==> src/rtl/led_rate_limiter_pkg.sv <==
// Shared constants for the LED rate limiter slice.
package led_rate_limiter_pkg;

  // Default divider width: strobe period of 256 clocks.
  localparam int unsigned DefaultDivBits = 8;

  // Smallest divider width that still yields a distinct strobe and a 50% divided clock.
  localparam int unsigned MinDivBits = 2;

endpackage

==> src/rtl/led_rate_limiter_strobe_div.sv <==
// Free-running power-of-two divider producing a one-cycle strobe and a divided clock.
module strobe_div
  import led_rate_limiter_pkg::*;
#(
  parameter int unsigned DIV_BITS = DefaultDivBits
) (
  input  logic i_clk,
  input  logic i_rst,
  output logic o_stb,
  output logic o_clk
);

  logic [DIV_BITS-1:0] cnt_q;
  logic [DIV_BITS-1:0] cnt_d;
  logic                stb_q;
  logic                stb_d;

  // Next-state: counter wraps naturally, strobe flags the terminal count.
  always_comb begin
    cnt_d = cnt_q + 1'b1;
    stb_d = (cnt_q == {DIV_BITS{1'b1}});
  end

  // Counter and strobe registers, cleared immediately by reset.
  always_ff @(posedge i_clk or posedge i_rst) begin
    if (i_rst) begin
      cnt_q <= '0;
      stb_q <= 1'b0;
    end else begin
      cnt_q <= cnt_d;
      stb_q <= stb_d;
    end
  end

  assign o_stb = stb_q;
  assign o_clk = cnt_q[DIV_BITS-1];

endmodule

==> src/rtl/led_rate_limiter.sv <==
// LED rate limiter: the LED output only follows the request on divider strobes.
module led_rate_limiter
  import led_rate_limiter_pkg::*;
#(
  parameter int unsigned DIV_BITS = DefaultDivBits
) (
  input  logic i_clk,
  input  logic i_rst,
  input  logic i_led,
  output logic o_led,
  output logic o_stb,
  output logic o_clk
);

  logic stb;
  logic led_q;
  logic led_d;

  strobe_div #(
    .DIV_BITS(DIV_BITS)
  ) u_strobe_div (
    .i_clk(i_clk),
    .i_rst(i_rst),
    .o_stb(stb),
    .o_clk(o_clk)
  );

  // Take the requested level only in the strobe cycle; otherwise hold.
  always_comb begin
    led_d = led_q;
    if (stb) begin
      led_d = i_led;
    end
  end

  // LED output register, cleared immediately by reset.
  always_ff @(posedge i_clk or posedge i_rst) begin
    if (i_rst) begin
      led_q <= 1'b0;
    end else begin
      led_q <= led_d;
    end
  end

  assign o_led = led_q;
  assign o_stb = stb;

endmodule

==> config.mk <==
export PLATFORM = sky130hd
export DESIGN_NAME = led_rate_limiter
export DESIGN_NICKNAME = d
export VERILOG_FILES = /design/src/rtl/led_rate_limiter_pkg.sv /design/src/rtl/led_rate_limiter_strobe_div.sv /design/src/rtl/led_rate_limiter.sv
export SDC_FILE = /design/constraint.sdc
export NUM_CORES = 1
export LEC_CHECK = 0
export CAP_MARGIN = 0
export CELL_PAD_IN_SITES_DETAIL_PLACEMENT = 1
export CELL_PAD_IN_SITES_GLOBAL_PLACEMENT = 1
export CORE_AREA = 2 2 39 41
export CTS_CLUSTER_DIAMETER = 200
export DETAILED_ROUTE_END_ITERATION = 6
export DIE_AREA = 0 0 41 43
export GPL_TIMING_DRIVEN = 0
export HOLD_SLACK_MARGIN = 0.06
export PLACE_DENSITY_LB_ADDON = 0.1
export SYNTH_ARGS = -nofsm -noshare
export SYNTH_HDL_FRONTEND = slang
export SYNTH_SLANG_ARGS = --single-unit
==> constraint.sdc <==
create_clock -name i_clk -period 1.8 [get_ports i_clk]
set_input_delay 0.27 -clock i_clk [delete_from_list [all_inputs] [get_ports i_clk]]
set_output_delay 0.27 -clock i_clk [all_outputs]
set_load 0.01 [all_outputs]
### After elaboration in Yosys (flattened, before gate mapping)

Index checks and enable logic that the tools add are counted.

| storage, ports and cells | value |
|---|---|
| word-level logic and storage cells | 5 |
| input bits | 3 |
| register bits after elaboration | 10 |

| cells by class | value |
|---|---|
| equality and inequality tests | 1 |
| add/sub/neg operators | 1 |

Operators by type and width:

| operator | number |
|---|---|
| adder 8 x 1 -> 8 bit, second input constant | 1 |
| equality test 8 bit, second input constant | 1 |

### Longest topological paths before layout

Gate-level depths: netlist (run 1).

| depth | value |
|---|---|
| word-level depth | 1 |
| depth in mapped cells | 4 |
| gate-level depth less buffers | 4 |

### Modules after synthesis

Synthesis (run 1) repeated with hierarchy kept, for this count alone.

| second synthesis, totals | value |
|---|---|
| cell total of the unflattened synthesis | 31 |
| area total of the unflattened synthesis | 396.6 um^2 |

Modules (own cells, without submodules):

| module | instances | sequential area each (um^2) | area each (um^2) | cells an instance |
|---|---|---|---|---|
| strobe_div | 1 | 225.2 | 352.8 | 28 |
| led_rate_limiter | 1 | 25.0 | 43.8 | 3 |

### Worst setup path before layout (run 1)

OpenSTA, ideal clock, no wires.

| timing path | value |
|---|---|
| path kind | flip-flop to flip-flop |
| start | register u_strobe_div.cnt_q[0] |
| end | register u_strobe_div.stb_q (netlist: u_strobe_div.o_stb) |
| library setup time | 0.120 ns |
| data arrival time | 0.891 ns |
| clock period less this slack | 1.011 ns |
| required time | 1.680 ns |
| setup slack | 0.789 ns |
| path buffers | 0 |
| cell stages (with the launch flop) | 5 |
| cells stage by stage | dfrtp_1 ha_1 nand2_1 nor2_1 and3_1 |

| between the ends | value |
|---|---|
| cells in the longest elaborated chain, start to end | 1 |

RTL lines:

| what | RTL line | RTL |
|---|---|---|
| start: declaration | led_rate_limiter_strobe_div.sv:13 | `logic [DIV_BITS-1:0] cnt_q;` |
| start signal: assignment | led_rate_limiter_strobe_div.sv:30 | `cnt_q <= cnt_d;` |
| equality test 8 bit | led_rate_limiter_strobe_div.sv:21 | `stb_d = (cnt_q == {DIV_BITS{1'b1}});` |
| net u_strobe_div.stb_d | led_rate_limiter_strobe_div.sv:16 | `logic stb_d;` |
| end signal: assignment | led_rate_limiter_strobe_div.sv:31 | `stb_q <= stb_d;` |
| end: declaration | led_rate_limiter_strobe_div.sv:15 | `logic stb_q;` |

The timed path passes the listed nets, and every way through them passes these cells.
A chain may end at the register's enable or synchronous reset.

### Final worst setup path (run 1)

| timing path | value |
|---|---|
| start | register u_strobe_div.cnt_q[7] |
| end | output o_clk |

RTL lines:

| what | RTL line | RTL |
|---|---|---|
| end: declaration | led_rate_limiter.sv:12 | `output logic o_clk` |

No word-level cell between the ends.

==> results of run 1 <==
-- per-layer routing --
metal / wire length, um / track usage, % / part of all wire (%) / vias up
met5: 0 / 0 / 0 / -
met4: 30 / 10.0 / 4.6 / 0
met3: 44 / 6.28 / 6.8 / 4
met2: 333 / 15.6 / 51 / 7
met1: 239 / 10.7 / 37 / 116
li1: - / - / - / 114
-- state kept, by name (all words and copies together), names as in the netlist --
name                flops
o_led                   1
u_strobe_div.o_stb      1
u_strobe_div.cnt_q      8
-- synth_stat cells --
cell type	instances
nand3_1	2
inv_1	3
xnor2_1	3
nor3_2	1
mux2_2	1
ha_1	1
nand2_1	2
nor2_1	2
and3_1	1
dfrtp_1	10
nand3_2	1
xor2_1	3
-- path summary, 6_finish.rpt --
check | start | end | slack [ns] | depth (start not counted)
setup / recovery | u_strobe_div.cnt_q[7]$_DFF_PP0_ | o_clk | 0.35 | 1
hold / removal | i_rst | u_strobe_div.o_stb$_DFF_PP0_ | 0.29 | 2
setup reg to reg | u_strobe_div.cnt_q[0]$_DFF_PP0_ | u_strobe_div.o_stb$_DFF_PP0_ | 0.72 | 4
hold reg to reg | u_strobe_div.cnt_q[0]$_DFF_PP0_ | u_strobe_div.cnt_q[0]$_DFF_PP0_ | 0.48 | 1
max in group asynchronous | i_rst | u_strobe_div.cnt_q[2]$_DFF_PP0_ | 1.24 | 2
min in group i_clk | u_strobe_div.cnt_q[0]$_DFF_PP0_ | u_strobe_div.cnt_q[0]$_DFF_PP0_ | 0.48 | 1
-- cell type report --
type / instances / area (sq um) / share of cell area (%)
Clock buffer: 4 / 36.3 / 7.32
Tap cell: 16 / 20.0 / 4.04
Sequential cell: 10 / 250 / 50.5
Inverter: 3 / 11.3 / 2.27
Multi-Input combinational cell: 17 / 128 / 25.8
Timing Repair Buffer: 5 / 50.0 / 10.1
-- report_power, final --
group          switching [mW]  leakage (nW)  internal [mW]
sequential                  0         0.125          0.225
combinational         0.00468        0.0816        0.00391
clock                  0.0760        0.0210          0.123
total                  0.0807         0.228          0.351
-- stage by stage --
stage               utilization (%)  hold slack, ns  setup slack (ns)
floorplan                         -           0.110             0.789
global placement               33.2           0.460             0.637
detailed placement             33.2           0.473             0.625
CTS                            35.8           0.293             0.326
global route                   35.8           0.310             0.292
finish                         35.8           0.287             0.345
-- kinds of logic after synthesis --
logic type / share of synthesized area, %
xor+xnor: 13.5
fa+ha+maj: 3.21
buf+inv: 2.89
flops: 64.3
mux: 2.89
simple gates: 13.2
==> reports/qor.yml, run 1 <==
worst_setup_path:
  slowest_stage: "clkdlybuf4s50_1"
  path_max_fanout: 3
  cp_top_family: "buffers and inverters"
  crit_path_max_incr_delay_ns: 0.55
  required_ns: 1.53
  setup.worst_path.class: "reg -> out"
  cp_cell_sequence: "clkdlybuf4s50_1"
  worstPathArrival_ns: 1.18
  crit_path_end_kind: "output port"
  cp_num_buf_inv: 1
  startpoint_type: "flop"
layout:
  final_cell_mix: "10 x dfrtp_1, 5 x clkdlybuf4s50_1"
  area_delta_synth_final_pct: 27.3
  fill_cells: 150
  drive_gt1_share_pct: 17.9
  layout.nets: 44
  mostFrequentLayoutCell: "dfrtp_1"
  stdcell_count: 55
  fin_area_sq_um: 495
  antenna_cells: 0
global_route:
  track_usage_pct: 11.1
  antenna_found_initial: 0
  grt_pass1_wl_um: 1130
  grt-ovfl-total: 0
  grt_max_degree: 11
  grt_pass1_vias: 259
power_and_ir_drop:
  ir_worst_vdd_mv: 0.484
  leakage_nw: 0.228
  p_total_mw: 0.432
  power_density_mw_per_mm2: 872
place:
  hpwl_um: 515
  port_buffers: 5
  place_area_sq_um: 459
  place_congestion: 0.698
  placed_cells: 51
die:
  rows: 14
  initial_core_util_pct: 28.1
  die_y_um: 43
  io_pins: 6
  core_area_sq_mm: 0.00138
  dieArea_sq_mm: 0.00176
  die-width_um: 41
sta:
  setup_violations: 0
  worstMarginPinSlew_ns: 0.379
  finalHoldViolCount: 0
  setup_tns_ns: 0
  max-slew-margin-rel_pct: 74.7
  finalMaxSlewViolations: 0
  period_needed_ns: 1.45
  grt_setup_unrepaired: "false"
  max_freq_mhz: 687
  skew_ns: 0.00151
  fin_crit_sh_pct: 80.8
yosys:
  ys_warn_count: 0
  synth_fp_nets: 34
  ys_top_cells_by_area: "dfrtp_1 64%, xnor2_1 6.8%, xor2_1 6.8%"
  netlist_instances: 30
  synth.top_cell.area_share_pct: 64.3
  synth_cell_types: 12
  yosysTopAreaCell: "dfrtp_1"
  syn_avg_cell_area_sq_um: 13.0
  ys_ff_latch: 10
  syn_area_sq_um: 389
  yosysSeqAreaShare_pct: 64.3
clocking:
  post_cts_buffers: 0
  cts.clk_slew.worst_paths_ns: 0.06
  clockRootBuffer: "clkbuf_4"
  clock_sink_count: 10
  cts_buffer_depth: 2
  cts_buffers: 3
  ctsResizeCount: 0
  cts.htree.levels: 1
  cts_hold_buf: 0
  cts_tree: "done"
  clkLatencyLatePin_ns: 0.26
routing:
  drt_iter0_markers: 1
  wl_per_cell_um: 11.8
  ant_nets: 0
  firstDrtPassIters: 2
  finalWirelength_um: 647
  route.detailed.drc: 0
  vias: 241
  vias_per_cell: 4.38
run:
  drv_cap: 0
min_path:
  hold_class: "in -> async"
outcome:
  status: "completed"
(Power assumes the default switching activity.)
==> inputs of run 2 (changes only) <==
==> constraint.sdc (replaced) <==
create_clock -name i_clk -period 1.15 [get_ports i_clk]
set_input_delay 0.1725 -clock i_clk [delete_from_list [all_inputs] [get_ports i_clk]]
set_output_delay 0.1725 -clock i_clk [all_outputs]
set_load 0.01 [all_outputs]
==> run 2 against run 1 <==
  * Critical path type unchanged
  * First-iteration DRC count unchanged
  * Cell area up 1.5%
  * Count of clock-buffer cells in the layout unchanged
  * Sequential share of layout area down 0.75 points
  * Worst setup slack worse by 0.30 ns
  * Wire length up 1.1%
  * Worst hold slack worse by 0.099 ns
  * Register-to-register slack worse by 0.63 ns
  * Critical path depth unchanged
  * Clock power up 57%
  * Combinational power up 56%
  * Core utilization up 0.54 points
==> reports/qor.yml, run 2 (synthesis gave the netlist of run 1 again) <==
outcome:
  status: "completed"
clocking:
  clkLatencyLatePin_ns: 0.26
  cts_buffers: 3
  clockRootBuffer: "clkbuf_4"
  cts_buffer_depth: 2
  cts_tree: "done"
  cts.htree.levels: 1
  clock_sink_count: 10
  cts.clk_slew.worst_paths_ns: 0.07
routing:
  firstDrtPassIters: 2
  vias: 244
  drt_iter0_markers: 1
  vias_per_cell: 4.36
  route.detailed.drc: 0
  ant_nets: 0
  finalWirelength_um: 654
  wl_per_cell_um: 11.7
worst_setup_path:
  slowest_stage: "dfrtp_1"
  cp_top_family: "flip-flops"
  path_max_fanout: 3
  cp_cell_sequence: "dlygate4sd2_1"
  required_ns: 0.98
  cp_num_buf_inv: 1
  setup.worst_path.class: "reg -> out"
  worstPathArrival_ns: 0.93
  crit_path_max_incr_delay_ns: 0.38
  startpoint_type: "flop"
  crit_path_end_kind: "output port"
global_route:
  grt_use_met1_pct: 11.0
  grt_busiest_layer: "met2"
  antenna_found_initial: 0
  grt_max_degree: 11
  track_usage_pct: 11.2
  grt-ovfl-total: 0
  grt_use_met3_pct: 6.28
  grt_pass1_vias: 260
  grtUsageMet2_pct: 15.6
  grt_pass1_wl_um: 1150
min_path:
  hold_class: "in -> async"
layout:
  stdcell_count: 56
  antenna_cells: 0
  largest_register_ffs: 8
  area_delta_synth_final_pct: 29.3
  mostFrequentLayoutCell: "dfrtp_1"
  drive_gt1_share_pct: 22.5
  fill_cells: 148
  regMostFlops: "u_strobe_div.cnt_q"
  final_cell_mix: "10 x dfrtp_1, 3 x inv_1, 3 x xor2_1, 3 x xnor2_1, 3 x clkbuf_4"
  layout.nets: 45
  fin_area_sq_um: 503
die:
  core_area_sq_mm: 0.00138
  dieArea_sq_mm: 0.00176
  rows: 14
  io_pins: 6
  initial_core_util_pct: 28.1
  die_y_um: 43
  die-width_um: 41
sta:
  period_needed_ns: 1.11
  finalHoldWorstSlack_ns: 0.188
  setup_tns_ns: 0
  max-slew-margin-rel_pct: 74.8
  worstMarginPinSlew_ns: 0.378
  skew_ns: 0.00204
  fin_crit_sh_pct: 96.1
  finalHoldViolCount: 0
  setup_violations: 0
  finalMaxSlewViolations: 0
  max_freq_mhz: 905
power_and_ir_drop:
  p_total_mw: 0.677
  power_density_mw_per_mm2: 1350
  ir_worst_vdd_mv: 0.762
  leakage_nw: 0.243
place:
  port_buffers: 5
  placed_cells: 51
  hpwl_um: 515
  place_congestion: 0.698
  place_area_sq_um: 459
run:
  drv_cap: 0
run 2: changes by cell type in the layout (fill, tap and decap cells not counted), sizes merged:
cell | previous run | this run
clkdlybuf4s50 | 5 | 2
buf | 0 | 1
dlygate4sd2 | 0 | 2
clkdlybuf4s15 | 0 | 1
run 2: metal layers:
metal  share of wire (%)  wire [um]
met1                  37        241
met2                  52        337
met3                 6.7         44
met4                 4.6         30
met5                   0          0
run 2: worst paths after layout:
path,slack (ns),start,end,depth (start not counted)
min in group i_clk,0.48,u_strobe_div.cnt_q[0]$_DFF_PP0_,u_strobe_div.cnt_q[0]$_DFF_PP0_,1
min,0.19,i_rst,u_strobe_div.o_stb$_DFF_PP0_,2
min reg2reg,0.48,u_strobe_div.cnt_q[0]$_DFF_PP0_,u_strobe_div.cnt_q[0]$_DFF_PP0_,1
max reg2reg,0.09,u_strobe_div.cnt_q[0]$_DFF_PP0_,u_strobe_div.o_stb$_DFF_PP0_,4
max in group asynchronous,0.69,i_rst,u_strobe_div.cnt_q[2]$_DFF_PP0_,2
max,0.04,u_strobe_div.cnt_q[7]$_DFF_PP0_,o_clk,1
run 2: final cells by class:
class	count	area [sq um]	area share, %
sequential	10	250	49.8
multi-input combinational	17	130	25.9
timing repair buffer	6	55.1	10.9
clock buffer	4	36.3	7.21
tap	16	20.0	3.98
inverter	3	11.3	2.24
run 2: power breakdown:
group          switching [mW]  total (mW)  leakage [nW]  internal, mW
registers                   0       0.352         0.125         0.352
clock network           0.120       0.312        0.0210         0.192
logic                 0.00730      0.0134        0.0969       0.00611
total                   0.127       0.677         0.243         0.550
run 2: through the flow:
stage / setup slack [ns] / util [%]
CTS: 0.00935 / 35.5
global route: -0.0105 / 36.3
detailed placement: 0.0670 / 33.2
floorplan: 0.139 / -
global placement: 0.0778 / 33.2
finish: 0.0446 / 36.3
run 2: repair_timing:
action | 4_1_cts | 5_1_grt
gates resized for setup | 3 | 2
hold buffers | 0 | 0
setup endpoints to repair | 3 | 4
buffers inserted | 0 | 1
